$ cat config.mk
export PLATFORM = sky130hd
export DESIGN_NAME = lsu_mem_initiator
export DESIGN_NICKNAME = d
export VERILOG_FILES = /design/src/rtl/lsu_mem_initiator.sv
export SDC_FILE = /design/constraint.sdc
export NUM_CORES = 1
export LEC_CHECK = 0
export CORE_ASPECT_RATIO = 1.25
export CORE_MARGIN = 10
export CORE_UTILIZATION = 25
export CTS_CLUSTER_SIZE = 10
export DETAILED_ROUTE_END_ITERATION = 16
export GPL_ROUTABILITY_DRIVEN = 1
export PLACE_DENSITY = 0.5
export SLEW_MARGIN = 20
export SYNTH_ARGS = -nofsm -noshare
export SYNTH_HDL_FRONTEND = slang
export SYNTH_SLANG_ARGS = --single-unit
$ cat constraint.sdc
create_clock -name clk -period 3.6 [get_ports clk]
set_clock_uncertainty 0.2 [all_clocks]
set_input_delay 0.72 -clock clk [delete_from_list [all_inputs] [get_ports clk]]
set_output_delay 0.72 -clock clk [all_outputs]
set_load 0.01 [all_outputs]
$ cat src/rtl/lsu_mem_initiator.sv
// lsu_mem_initiator: load/store initiator for the MEM stage.
// Drives a word-wide data memory (addr, write_data, wr_en, rd_en, read_data),
// takes one byte/half/word request at a time and returns extended load data.
// Sub-word stores are read-modify-write because the memory only has a
// whole-word write enable.
// Optional build macro: LSU_ACCESS_CNT_EN adds ld_count/st_count outputs.
//
// Handshake: a request is accepted on a rising edge where req_valid and
// req_ready are both 1; req_ready is 1 only in IDLE. resp_valid is a
// one-cycle pulse with no backpressure, and req_ready rises as it falls.
module lsu_mem_initiator #(
  parameter int MEM_RD_LAT = 1,
  parameter int ADDR_W     = 32
) (
  input  logic              clk,
  input  logic              reset,
  input  logic              req_valid,
  output logic              req_ready,
  input  logic              req_we,
  input  logic [1:0]        req_size,
  input  logic              req_unsigned,
  input  logic [ADDR_W-1:0] req_addr,
  input  logic [31:0]       req_wdata,
  output logic              resp_valid,
  output logic [31:0]       resp_rdata,
  output logic              resp_err,
  output logic [ADDR_W-1:0] addr,
  output logic [31:0]       write_data,
  output logic              wr_en,
  output logic              rd_en,
  output logic [1:0]        dbg_state,
`ifdef LSU_ACCESS_CNT_EN
  output logic [31:0]       ld_count,
  output logic [31:0]       st_count,
`endif
  input  logic [31:0]       read_data
);

  typedef enum logic [1:0] {
    S_IDLE    = 2'd0,
    S_RD_WAIT = 2'd1,
    S_WRITE   = 2'd2,
    S_RESP    = 2'd3
  } state_t;

  // The counter holds the remaining rd_en cycles after the current one.
  localparam logic [1:0] CNT_INIT = 2'(MEM_RD_LAT - 1);

  state_t            r_state;
  logic              r_req_ready;
  logic              r_we;
  logic [1:0]        r_size;
  logic              r_unsigned;
  logic [1:0]        r_lane;
  logic [15:0]       r_wdata;
  logic [1:0]        r_cnt;
  logic              r_resp_valid;
  logic              r_resp_err;
  logic [31:0]       r_resp_rdata;
  logic [ADDR_W-1:0] r_addr;
  logic [31:0]       r_write_data;
  logic              r_wr_en;
  logic              r_rd_en;

  logic              w_misaligned;
  logic [7:0]        w_byte;
  logic [15:0]       w_half;
  logic [31:0]       w_load_ext;
  logic [31:0]       w_merged;

  // Alignment check on the live request, used only on the accept edge.
  always_comb begin
    w_misaligned = 1'b0;
    case (req_size)
      2'd0:    w_misaligned = 1'b0;
      2'd1:    w_misaligned = req_addr[0];
      2'd2:    w_misaligned = |req_addr[1:0];
      default: w_misaligned = 1'b1;
    endcase
  end

  // Lane extraction with sign/zero extension, and lane merge for RMW stores.
  always_comb begin
    w_byte     = read_data[{r_lane, 3'b000} +: 8];
    w_half     = r_lane[1] ? read_data[31:16] : read_data[15:0];
    w_load_ext = read_data;
    w_merged   = read_data;
    case (r_size)
      2'd0: begin
        w_load_ext = {{24{~r_unsigned & w_byte[7]}}, w_byte};
        w_merged[{r_lane, 3'b000} +: 8] = r_wdata[7:0];
      end
      2'd1: begin
        w_load_ext = {{16{~r_unsigned & w_half[15]}}, w_half};
        if (r_lane[1]) w_merged[31:16] = r_wdata;
        else           w_merged[15:0]  = r_wdata;
      end
      default: begin
        w_load_ext = read_data;
        w_merged   = read_data;
      end
    endcase
  end

  // Access FSM; every output is registered here.
  always_ff @(posedge clk or negedge reset) begin
    if (!reset) begin
      r_state      <= S_IDLE;
      r_req_ready  <= 1'b1;
      r_we         <= 1'b0;
      r_size       <= 2'd0;
      r_unsigned   <= 1'b0;
      r_lane       <= 2'd0;
      r_wdata      <= 16'd0;
      r_cnt        <= 2'd0;
      r_resp_valid <= 1'b0;
      r_resp_err   <= 1'b0;
      r_resp_rdata <= 32'd0;
      r_addr       <= '0;
      r_write_data <= 32'd0;
      r_wr_en      <= 1'b0;
      r_rd_en      <= 1'b0;
    end else begin
      case (r_state)
        S_IDLE: begin
          if (req_valid) begin
            r_req_ready <= 1'b0;
            r_we        <= req_we;
            r_size      <= req_size;
            r_unsigned  <= req_unsigned;
            r_lane      <= req_addr[1:0];
            r_wdata     <= req_wdata[15:0];
            if (w_misaligned) begin
              r_resp_valid <= 1'b1;
              r_resp_err   <= 1'b1;
              r_resp_rdata <= 32'd0;
              r_state      <= S_RESP;
            end else if (req_we && (req_size == 2'd2)) begin
              r_addr       <= {req_addr[ADDR_W-1:2], 2'b00};
              r_write_data <= req_wdata;
              r_wr_en      <= 1'b1;
              r_state      <= S_WRITE;
            end else begin
              r_addr  <= {req_addr[ADDR_W-1:2], 2'b00};
              r_rd_en <= 1'b1;
              r_cnt   <= CNT_INIT;
              r_state <= S_RD_WAIT;
            end
          end
        end
        S_RD_WAIT: begin
          if (r_cnt != 2'd0) begin
            r_cnt <= r_cnt - 2'd1;
          end else begin
            r_rd_en <= 1'b0;
            if (r_we) begin
              r_write_data <= w_merged;
              r_wr_en      <= 1'b1;
              r_state      <= S_WRITE;
            end else begin
              r_resp_rdata <= w_load_ext;
              r_resp_valid <= 1'b1;
              r_resp_err   <= 1'b0;
              r_state      <= S_RESP;
            end
          end
        end
        S_WRITE: begin
          r_wr_en      <= 1'b0;
          r_resp_rdata <= 32'd0;
          r_resp_valid <= 1'b1;
          r_resp_err   <= 1'b0;
          r_state      <= S_RESP;
        end
        S_RESP: begin
          r_resp_valid <= 1'b0;
          r_resp_err   <= 1'b0;
          r_req_ready  <= 1'b1;
          r_state      <= S_IDLE;
        end
        default: begin
          r_rd_en      <= 1'b0;
          r_wr_en      <= 1'b0;
          r_resp_valid <= 1'b0;
          r_req_ready  <= 1'b1;
          r_state      <= S_IDLE;
        end
      endcase
    end
  end

`ifdef LSU_ACCESS_CNT_EN
  logic [31:0] r_ld_count;
  logic [31:0] r_st_count;

  // Count successful accesses as their response completes; errors do not count.
  always_ff @(posedge clk or negedge reset) begin
    if (!reset) begin
      r_ld_count <= 32'd0;
      r_st_count <= 32'd0;
    end else if ((r_state == S_RESP) && !r_resp_err) begin
      if (r_we) r_st_count <= r_st_count + 32'd1;
      else      r_ld_count <= r_ld_count + 32'd1;
    end
  end

  assign ld_count = r_ld_count;
  assign st_count = r_st_count;
`endif

  assign req_ready  = r_req_ready;
  assign resp_valid = r_resp_valid;
  assign resp_err   = r_resp_err;
  assign resp_rdata = r_resp_rdata;
  assign addr       = r_addr;
  assign write_data = r_write_data;
  assign wr_en      = r_wr_en;
  assign rd_en      = r_rd_en;
  assign dbg_state  = r_state;

endmodule
Word-level counts from Yosys, hierarchy flattened
Index checks and enable logic that the tools add are counted.
- flip-flop bits (word level): 125
- bits in latches: 0
- memory bits (writable): 0
- memory bits (read-only): 0
- bits of input ports: 103
- output and inout port bits: 103
- word-level logic and storage cells: 109
- memories kept: 0
- $add $sub $neg: 2
- $mul: 0
- divide/modulo/power cells: 0
- $lt $le $gt $ge: 0
- eq/ne operators: 15
- shift operators: 3
- muxes and demuxes: 50
- bitwise gates (word level): 4
- reductions and logical operators: 20
- operator list (cell ; count):
    2-to-1 mux 32 bit ; 9
    case mux 32 bit (2 select lines) ; 3
    case mux 32 bit (3 select lines) ; 1
    2-to-1 mux 16 bit ; 3
    bitwise mux 32 bit ; 1
    variable shift 8 x 7 -> 32 bit, first input constant ; 1
    indexed part select 32 x 6 -> 8 bit ; 1
    indexed part select 8 x 7 -> 32 bit ; 1
    != test 2 bit, second input constant ; 9
    2-to-1 mux 1 bit ; 17
    2-to-1 mux 2 bit ; 8
    AND reduction 5 bit ; 3
    AND reduction 6 bit ; 2
    case mux 1 bit (3 select lines) ; 3
    case mux 2 bit (4 select lines) ; 1
    negation 5 -> 7 bit ; 1
    == test 2 x 1 -> 1 bit, second input constant ; 3
    == test 2 bit, second input constant ; 3
    logical NOT 2 bit ; 3
    AND reduction 2 bit ; 3
    nonzero test 2 bit ; 3
    case mux 1 bit (2 select lines) ; 2
    case mux 1 bit (4 select lines) ; 1
    case mux 2 bit (2 select lines) ; 1
    8 further kinds ; 11

Logic depth before layout (Yosys ltp)
Gate-level depths: netlist (run 1).
- word-level depth: 7
- depth in mapped cells: 9
- depth with buffers taken out: 6

Worst setup path after synthesis (run 1)
No wires, ideal clock.
- kind: reg-to-reg
- start point: register r_lane[1]
- end point: register r_write_data[10] (netlist: write_data[10])
- library setup time: 95 ps
- data arrival time: 2359 ps
- data required time: 3305 ps
- slack: 946 ps
- cell stages (with the launch flop): 9
- buffers on the path: 2
- period minus slack after synthesis: 2654 ps
- cell sequence: dfrtp_1 -> buf_2 -> clkbuf_1 -> clkinv_1 -> ha_1 -> inv_1 -> nor4_2 -> a221oi_1 -> o31ai_1
- cells in the longest elaborated chain, start to end: 7
- elaborated cells between the ends (all ways): 9
- classes of those cells: 1 x add/sub; 2 x shift; 6 x mux
- RTL lines (item ; line ; source):
    from (decl) ; 54 ; logic [1:0] r_lane;
    from (signal assigned) ; 131 ; r_lane <= req_addr[1:0];
    negation 5 -> 7 bit ; 91 ; w_merged[{r_lane, 3'b000} +: 8] = r_wdata[7:0];
    indexed part select 8 x 7 -> 32 bit or variable shift 8 x 7 -> 32 bit (tied branches) ; 91 ;
    bitwise mux 32 bit ; 91 ;
    case mux 32 bit (2 select lines) * ; 88 ; case (r_size)
    2-to-1 mux 32 bit * ; 156 ; if (r_we) begin
    2-to-1 mux 32 bit * ; 152 ; if (r_cnt != 2'd0) begin
    case mux 32 bit (2 select lines) * ; 124 ; case (r_state)
    to (signal assigned) ; 140 ; r_write_data <= req_wdata;
    to (signal assigned) ; 157 ; r_write_data <= w_merged;
    to (decl) ; 61 ; logic [31:0] r_write_data;
Mark *: on every way between the ends. The rest lies on a longest branch, timed or not. The select of a mux whose other input is x is not followed.
A chain may end at the register's enable or synchronous reset.

Worst setup path after layout (run 1)
- start point: register r_lane[1]
- end point: register r_resp_rdata[11] (netlist: resp_rdata[11])
- cells in the longest elaborated chain, start to end: 6
- elaborated cells between the ends (all ways): 7
- classes of those cells: 1 x shift; 5 x mux; 1 x bitwise
- RTL lines (item ; line ; source):
    indexed part select 32 x 6 -> 8 bit ; 84 ; w_byte = read_data[{r_lane, 3'b000} +: 8];
    AND 1 bit ; 90 ; w_load_ext = {{24{~r_unsigned & w_byte[7]}}, w_byte};
    case mux 32 bit (2 select lines) * ; 88 ;
    2-to-1 mux 32 bit * ; 156 ;
    2-to-1 mux 32 bit * ; 152 ;
    case mux 32 bit (3 select lines) * ; 124 ;
    to (signal assigned) ; 161 ; r_resp_rdata <= w_load_ext;
    to (decl) ; 59 ; logic [31:0] r_resp_rdata;
Marks and branches as above.

==> results of run 1 <==
## per-layer routing
metal	track usage (%)	up-vias	wire length [µm]
met3	5.93	25	2470
met5	0	-	9
met2	25.6	266	13100
met4	3.86	2	471
met1	18.1	2934	10900
li1	-	2744	-
## worst register-to-register path, delay by kind of cell (launching register included)
kind / cells / cell delay (ns)
AO/OA/AOI/OAI: 3 / 0.96
buffers and inverters: 1 / 0.46
flip-flops: 1 / 0.35
multiplexers: 1 / 0.61
## power by group
part	switching (mW)	internal, mW	leakage (nW)
sequential	0.501	2.09	1.56
combinational	2.47	2.37	2.18
clock	0.701	1.10	0.296
## registers in the layout, summed over array words and instances, names as in the netlist, 2 cells and up
| register | cells |
|---|---|
| write_data | 32 |
| r_wdata | 16 |
| addr | 30 |
| dbg_state | 2 |
| r_lane | 2 |
| r_cnt | 2 |
| resp_rdata | 32 |
| r_size | 2 |
## cell usage after synthesis, drive strengths merged (2+ instances only)
library cell / count / area (µm²)
o31ai: 28 / 210
nor4bb: 2 / 20.0
a32o: 9 / 90.1
o221a: 7 / 78.8
clkinv: 2 / 7.51
buf: 18 / 123
a22o: 9 / 78.8
a221oi: 27 / 236
mux2i: 11 / 110
o21a: 11 / 90.1
nor2: 59 / 221
nand3: 14 / 70.1
o2bb2ai: 17 / 149
and3b: 6 / 52.6
dfrtp: 124 / 3100
mux2: 66 / 758
o21ai: 59 / 295
nand2b: 4 / 25.0
ha: 10 / 125
a31oi: 8 / 50.1
a21o: 3 / 22.5
mux4: 8 / 180
or2: 3 / 18.8
nor2b: 18 / 113
a21oi: 9 / 45.0
or3b: 6 / 52.6
nand3b: 2 / 15.0
a211oi: 2 / 15.0
inv: 21 / 78.8
nor4b: 2 / 17.5
nor4: 2 / 18.8
nand2: 18 / 67.6
clkbuf: 31 / 116
## logic make-up (layout without fill, tap and decap cells)
| family | after synthesis | count (layout) | share of synthesized area [%] |
|---|---|---|---|
| other | 1 | 3 | 0.0554 |
| adders and majority gates | 10 | 10 | 1.85 |
| AOI/OAI and AO/OA | 196 | 196 | 21.0 |
| muxes | 85 | 85 | 15.5 |
| buffers and inverters | 72 | 281 | 4.80 |
| and+or+nand+nor | 140 | 140 | 10.6 |
| DFF | 125 | 125 | 46.2 |
## cell type report
| cell class | instances | area share (%) |
|---|---|---|
| antenna | 1 | 0.0255 |
| clock buffer | 17 | 4.34 |
| clock inverter | 14 | 1.85 |
| inverter | 23 | 0.880 |
| multi-input combinational | 433 | 33.9 |
| sequential | 125 | 31.9 |
| tap | 345 | 4.40 |
| timing repair buffer | 227 | 22.7 |
## per-stage QoR
| step | cell area [µm²] | total power, mW |
|---|---|---|
| detailed placement | 9200 | 7.50 |
| finish | 9810 | 9.23 |
| CTS | 9810 | 9.35 |
| global placement | 9200 | 7.48 |
| floorplan | 6770 | 5.31 |
| global route | 9810 | 9.86 |
## how the worst min path moves through the flow
stage	startpoint	end	slack, ns	cells after the start
after floorplan	reset	addr[10]$_DFFE_PN0P_	0.22	0
after global placement	resp_rdata[21]$_DFFE_PN0P_	resp_rdata[21]$_DFFE_PN0P_	0.28	1
after detailed placement	resp_rdata[18]$_DFFE_PN0P_	resp_rdata[18]$_DFFE_PN0P_	0.28	1
after CTS	reset	addr[5]$_DFFE_PN0P_	0.05	1
after global routing	reset	addr[5]$_DFFE_PN0P_	0.06	1
final	reset	addr[16]$_DFFE_PN0P_	0.03	1
==> metrics.txt, run 1 <==
status finished clean; CP Data Arrival Time 2.79 ns; Cell Count, Final, Fillers Out 1185; Placer Congestion 0.833; Max rail drop VDD 372 µV; Synth warnings 0; Critical Path End Type flop; setup bufs post-CTS 0; CTS tree done; maximum clock path buffer count 2; clk_lat worst skew 0.42 ns; number of antenna violations at the first check in global routing 2; register area share after synthesis 46.2%; worst setup path end resp_rdata[11]$_DFFE_PN0P_; first-pass GRT wire length roughly 40000 µm; Post-CTS Resized 0; #FFs+latches synth 125; fin util 36.7%; Post-synth top flop dfrtp_1; Slew headroom between 40% and 50%; share of layout cells above drive strength 1 18.0%; area grow syn2layout 44.9%; CTS sink cnt approximately 130; port bufs slightly above 200; slowest stage delay, CP 0.61 ns; Final nets 940; Syn Inst Count 629; Max FO, Critical Path 46; setup violators final 0; First-pass DRT Iterations 6; WL/cell 22.8 µm; CTS Buf Count 17; hold_ws ~0.034 ns; PD cells roughly 940 nW/µm²; GRT Total Usage 15.3%; sum of buffers and inverters on the critical path 1; Async S/R FF share, synth 100%; max capacitance violation total 0; crit path from r_lane[1]$_DFFE_PN0P_; number of synthesized flops with an enable pin 0; drt drc 0; pin count of the biggest net entering global routing 70; commonest non-fill, non-tap cell in the layout clkdlybuf4s50_1; worst slew pin tran 0.833 ns; routed vias 5971; clk root buf clkbuf_16; Row Count 67; Synth cell types 54; RR Endpoint resp_rdata[11]$_DFFE_PN0P_; Hold Crit Class input pin to asynchronous set/reset pin; CP Depth 5; endpoints failing hold 0; fill cell count roughly 2700; Ports between 200 and 250; Register-to-Register Path Depth 5; crit path cell chain buf_4, mux4_2, a21oi_1, o21ai_0, a32o_1; Slew Limit Fails 0; fin worst setup slack slightly above 0.9 ns; fmax 0.372 GHz; final period utilization 74.6%; initial core utilization 25.3%; Crit Path Class flop to flop; placed cells 1153; total area of sequential cells 3130 µm²; Detail Route Antenna Nets 0; Die Height between 200 and 250 µm; slowest stage cell on the critical path mux4_2; vias in the first global route 6260; highest-count cells in the layout ignoring fill and taps 202 x clkdlybuf4s50_1, 124 x dfrtp_1, 62 x mux2_2; RSZ-0062 raised after global routing no; worst path required time 3.70 ns; Multi-input gate area 3330 µm²; CP top delay family compound AO/OA/AOI/OAI gates; final setup TNS 0 ns; worst reg-to-reg setup slack between 0.9 and 1 ns; mapped cell area approximately 6800 µm²; CTS Hold Bufs 0; r2r startpoint r_lane[1]$_DFFE_PN0P_; Core Footprint 26700 µm²; Leakage about 4.0 nW; routed wire length approximately 27000 µm; Via density 5.04; Congestion Overflow GR 0; post-layout min period 2.69 ns; setup slack after placement between 0.5 and 0.6 ns; Horiz. Die Dim between 150 and 200 µm; DRT iter0 DRCs 569; DPL Wire Length slightly above 20000 µm; Clock transition at path regs ~0.060 ns; startpoint types flop; die area between 30000 and 40000 µm²; H-tree lvl count 4; Synth Area per Inst 10.8 µm²
(Power assumes the default switching activity.)
==> inputs of run 2 (changes only) <==
- PLACE_DENSITY: 0.5 -> 0.52
- clock period: 3.6 -> 2.42 ns (I/O delays scaled with it)
==> run 2 against run 1 <==
  * Worst setup slack worse by 0.78 ns
  * Sequential power is 49% higher
  * Wire length is 1.1% higher
  * Power is 55% higher
  * Non-clock buffer count is 64 higher
  * Hold slack better by 0.26 ns
  * Clock-buffer cell count is 3 higher
  * Combinational power is 61% higher
  * Clock power is 47% higher
  * Final cell count is 5.5% higher
  * Critical path depth is 1 higher
  * Critical path type is now input pin to flop
  * Largest cell class unchanged
==> metrics.txt, run 2 (synthesis results as in run 1) <==
highest-count cells in the layout ignoring fill and taps 202 x clkdlybuf4s50_1, 124 x dfrtp_1, 82 x buf_4; placement-stage cell area 9740 µm²; Cell Count, Final, Fillers Out 1250; Ports 206; Leakage 4.35 nW; area grow syn2layout 53.0%; slowest stage delay, CP 0.45 ns; Row Count 67; Slew headroom 63.7%; CP Data Arrival Time 2.39 ns; pin count of the biggest net entering global routing 53; sum of buffers and inverters on the critical path 2; Max FO, Critical Path 20; Final nets roughly 1000; setup bufs post-CTS 0; GRT Total Usage between 10% and 20%; vias in the first global route 6558; startpoint types input pin; CP top delay family simple AND/OR/NAND/NOR gates; Critical Path End Type flop; DRT iter0 DRCs 511; fill cell count 2695; PD cells 1380 nW/µm²; status finished clean; Hold Crit Class flop to flop; maximum clock path buffer count 2; H-tree lvl count 4; RSZ-0062 raised after global routing no; Crit Path Class input pin to flop; setup violators final 0; endpoints failing hold 0; post-route cell area 10400 µm²; Congestion Overflow GR 0; final period utilization 94.6%; first-pass GRT wire length between 40000 and 50000 µm; routed vias 6192; Slew Limit Fails 0; Horiz. Die Dim around 170 µm; commonest non-fill, non-tap cell in the layout clkdlybuf4s50_1; First-pass DRT Iterations 5; CTS Buf Count 17; die area ~34000 µm²; Core Footprint 26700 µm²; Detail Route Antenna Nets 0; port bufs 203; crit path cell chain clkdlybuf4s50_1, or3_1, o21a_4, or2_1, buf_12, mux2_4; clk_lat worst skew roughly 0.42 ns; drt drc 0; initial core utilization 25.3%; share of layout cells above drive strength 1 between 20% and 30%; routed wire length 27300 µm; max capacitance violation total 0; Die Height 204 µm; CTS tree done; fmax 0.437 GHz; WL/cell 21.8 µm; Placer Congestion 0.864; worst slew pin tran 0.540 ns; worst path required time about 2.5 ns; Max rail drop VDD ~660 µV; number of antenna violations at the first check in global routing 5; Via density 4.95; CTS sink cnt around 130; clk root buf clkbuf_16; DPL Wire Length 21200 µm; slowest stage cell on the critical path or3_1; post-layout min period ~2.3 ns; worst reg-to-reg setup slack around 0.14 ns; placed cells between 1000 and 1500; Clock transition at path regs 0.06 ns
-- run 2: per-layer routing --
| metal | global-route usage (%) | vias up | wire (µm) |
|---|---|---|---|
| li1 | - | 2876 | - |
| met1 | 18.0 | 3046 | 11000 |
| met2 | 25.9 | 236 | 13300 |
| met3 | 6.25 | 28 | 2330 |
| met4 | 4.58 | 6 | 527 |
| met5 | 0 | - | 41 |
-- run 2: area by class of cell --
cell class	instances	area, µm²	area share [%]
clock buffer	20	457	4.41
multi-input combinational	433	3340	32.2
clock inverter	11	143	1.38
antenna	2	5.00	0.0483
inverter	23	87.6	0.845
tap	345	432	4.17
timing repair buffer	291	2770	26.7
sequential	125	3130	30.2
-- run 2: final timing paths --
kind	startpoint	endpoint	depth (start not counted)
worst max-delay path	req_addr[1]	write_data[30]$_DFFE_PN0P_	6
worst min-delay path	resp_rdata[18]$_DFFE_PN0P_	resp_rdata[18]$_DFFE_PN0P_	1
worst max register to register	r_lane[1]$_DFFE_PN0P_	resp_rdata[17]$_DFFE_PN0P_	7
worst min register to register	resp_rdata[18]$_DFFE_PN0P_	resp_rdata[18]$_DFFE_PN0P_	1
max in group asynchronous	reset	r_wdata[11]$_DFFE_PN0P_	3
min in group asynchronous	reset	addr[11]$_DFFE_PN0P_	2
-- run 2: per-stage QoR --
step | setup slack [ns] | power [mW] | utilization (%) | TNS (ns) | hold WS, ns
final | 0.131 | 14.3 | 38.7 | 0 | 0.289
after global routing | 0.00996 | 15.2 | 38.7 | 0 | 0.312
after CTS | 0.0762 | 14.4 | 38.7 | 0 | 0.296
after detailed placement | -0.274 | 11.7 | 36.4 | -15.29 | 0.279
after global placement | -0.266 | 11.6 | 36.4 | -15.53 | 0.278
after floorplan | 0.0925 | 7.92 | - | 0 | -0.0116
-- run 2: repair_timing --
item,4_1_cts,5_1_grt
setup endpoints to repair,0,7
endpoints found under the hold margin,29,0
hold buffers,1,0
gates resized for setup,0,1
-- run 2: report_power, final --
part / leakage, nW / internal, mW / switching [mW]
logic: 2.51 / 3.99 / 3.80
registers: 1.56 / 3.11 / 0.749
clock network: 0.280 / 1.66 / 0.983
-- run 2: worst reg2reg max path: cells and delay by family (launching register included) --
family          cells  cell delay (ns)
buf+inv             3             0.82
compound gates      3             0.49
flops               1             0.39
mux                 1             0.27
==> inputs of run 3 (changes only) <==
- REMOVE_ABC_BUFFERS: unset -> 1
==> run 3 against run 2 <==
  * Sequential power fell by 2%
  * Die area did not move
  * Final cell count fell by 0.56%
  * Cell area barely moved
  * Largest power group unchanged
  * Via count fell by 0.69%
  * Clock power rose by 4%
  * Non-clock buffer count fell by 5
  * Flip-flop and latch count did not move
  * Combinational power barely moved
  * First-iteration DRC count fell by 24%
  * Hold slack barely moved
==> metrics.txt, run 3 (synthesis results as in run 1) <==
commonest non-fill, non-tap cell in the layout clkdlybuf4s50_1; total area of sequential cells approximately 3100 µm²; Max FO, Critical Path 4; area grow syn2layout 53.1%; Row Count 67; vias in the first global route 6426; WL/cell 21.5 µm; H-tree lvl count 4; fill cell count 2667; fmax around 0.43 GHz; Clock transition at path regs 0.06 ns; Crit Path Class flop to flop; drt drc 0; highest-count cells in the layout ignoring fill and taps 202 x clkdlybuf4s50_1, 123 x dfrtp_1, 76 x buf_4; CTS tree done; Met1 Wirelength 11400 µm; routed vias 6149; Max rail drop VDD 582 µV; Core Footprint roughly 27000 µm²; share of layout cells above drive strength 1 23.5%; CP Data Arrival Time roughly 2.4 ns; Ports about 210; DPL Wire Length 20500 µm; PD cells 1380 nW/µm²; CP top delay family compound AO/OA/AOI/OAI gates; maximum clock path buffer count 2; number of antenna violations at the first check in global routing 0; clk root buf clkbuf_16; startpoint types flop; Horiz. Die Dim about 170 µm; Multi-input gate area 3340 µm²; worst path required time 2.51 ns; CTS Buf Count 17; crit path cell chain clkinv_1, ha_1, nor4b_1, a22o_1, buf_4, a221oi_1, o31ai_1; met2 wire length between 10000 and 15000 µm; Final nets 999; Slew headroom 58.3%; Leakage 4.35 nW; RSZ-0062 raised after global routing no; Power Total 14.4 mW; First-pass DRT Iterations 5; Hold Crit Class flop to flop; Top Layer Used met4; Via density 4.95; max capacitance violation total 0; met3 wire len 1530 µm; port bufs 203; Die Height 204 µm; status finished clean; Congestion Overflow GR 0; post-layout min period between 2 and 2.5 ns; routed wire length approximately 27000 µm; first-pass GRT wire length around 41000 µm; slowest stage cell on the critical path dfrtp_1; CTS sink cnt around 130; Slew Limit Fails 0; Detail Route Antenna Nets 0; GRT Total Usage about 15%; Critical Path End Type flop; Placer Congestion 0.827; diode count 0; hold_ws 0.289 ns; final period utilization 96.3%; initial core utilization 25.3%; endpoints failing hold 0; setup violators final 0; slowest stage delay, CP between 0.3 and 0.4 ns; die area 34100 µm²; pin count of the biggest net entering global routing 47; clk_lat worst skew 0.42 ns; sum of buffers and inverters on the critical path 2; placement-stage cell area 9700 µm²; post-route cell area roughly 10000 µm²; DRT iter0 DRCs 389; worst slew pin tran 0.623 ns
==> run 3: final timing paths <==
path / start / endpoint / slack [ns] / cells after the start
worst max-delay path: r_lane[1]$_DFFE_PN0P_ / write_data[21]$_DFFE_PN0P_ / 0.09 / 7
max in group asynchronous: reset / write_data[23]$_DFFE_PN0P_ / 0.92 / 3
min in group asynchronous: reset / resp_rdata[20]$_DFFE_PN0P_ / 0.38 / 2
worst max register to register: r_lane[1]$_DFFE_PN0P_ / write_data[21]$_DFFE_PN0P_ / 0.09 / 7
worst min-delay path: resp_rdata[19]$_DFFE_PN0P_ / resp_rdata[19]$_DFFE_PN0P_ / 0.29 / 1
worst min register to register: resp_rdata[19]$_DFFE_PN0P_ / resp_rdata[19]$_DFFE_PN0P_ / 0.29 / 1
==> run 3: report_power, final <==
| group | internal [mW] | switching [mW] |
|---|---|---|
| logic | 3.97 | 3.82 |
| registers | 3.11 | 0.695 |
| clock network | 1.75 | 1.01 |
| total | 8.83 | 5.52 |
==> run 3: repair_timing <==
item / in CTS / in global routing
endpoints found under the hold margin: 31 / 0
setup endpoints to repair: 8 / 11
cloned: 0 / 0
hold buffers: 1 / 0
pin swaps: 0 / 1
gates resized for setup: 1 / 2
buffers inserted: 0 / 1
==> run 3: worst register-to-register path, stage by stage (launching register included) <==
cell and delay (ns):
dfrtp_1 0.39, clkinv_1 0.15, ha_1 0.35, nor4b_1 0.16
a22o_1 0.28, buf_4 0.18, a221oi_1 0.39, o31ai_1 0.12
==> run 3: final cells by class <==
| class | instances | area share [%] |
|---|---|---|
| Multi-Input combinational cell | 433 | 32.3 |
| Sequential cell | 125 | 30.2 |
| Timing Repair Buffer | 286 | 26.5 |
| Clock buffer | 18 | 4.24 |
| Tap cell | 345 | 4.16 |
| Clock inverter | 13 | 1.83 |
| Inverter | 23 | 0.833 |
==> run 3: per-stage QoR <==
stage / std cells / setup WS (ns) / TNS (ns) / util [%]
2_1_floorplan: 581 / -1.50 / -90.75 / -
3_3_place_gp: 1210 / -0.229 / -13.07 / 36.3
6_report: 1243 / 0.0888 / 0 / 38.8
3_5_place_dp: 1210 / -0.241 / -13.68 / 36.3
4_1_cts: 1242 / 0.0464 / 0 / 38.7
5_1_grt: 1243 / 0.00690 / 0 / 38.8
==> run 3: per-layer routing <==
metal | vias up | global-route usage (%)
met5 | - | 0
met4 | 0 | 4.70
met3 | 20 | 3.37
met2 | 208 | 25.9
met1 | 3059 | 19.0
li1 | 2862 | -
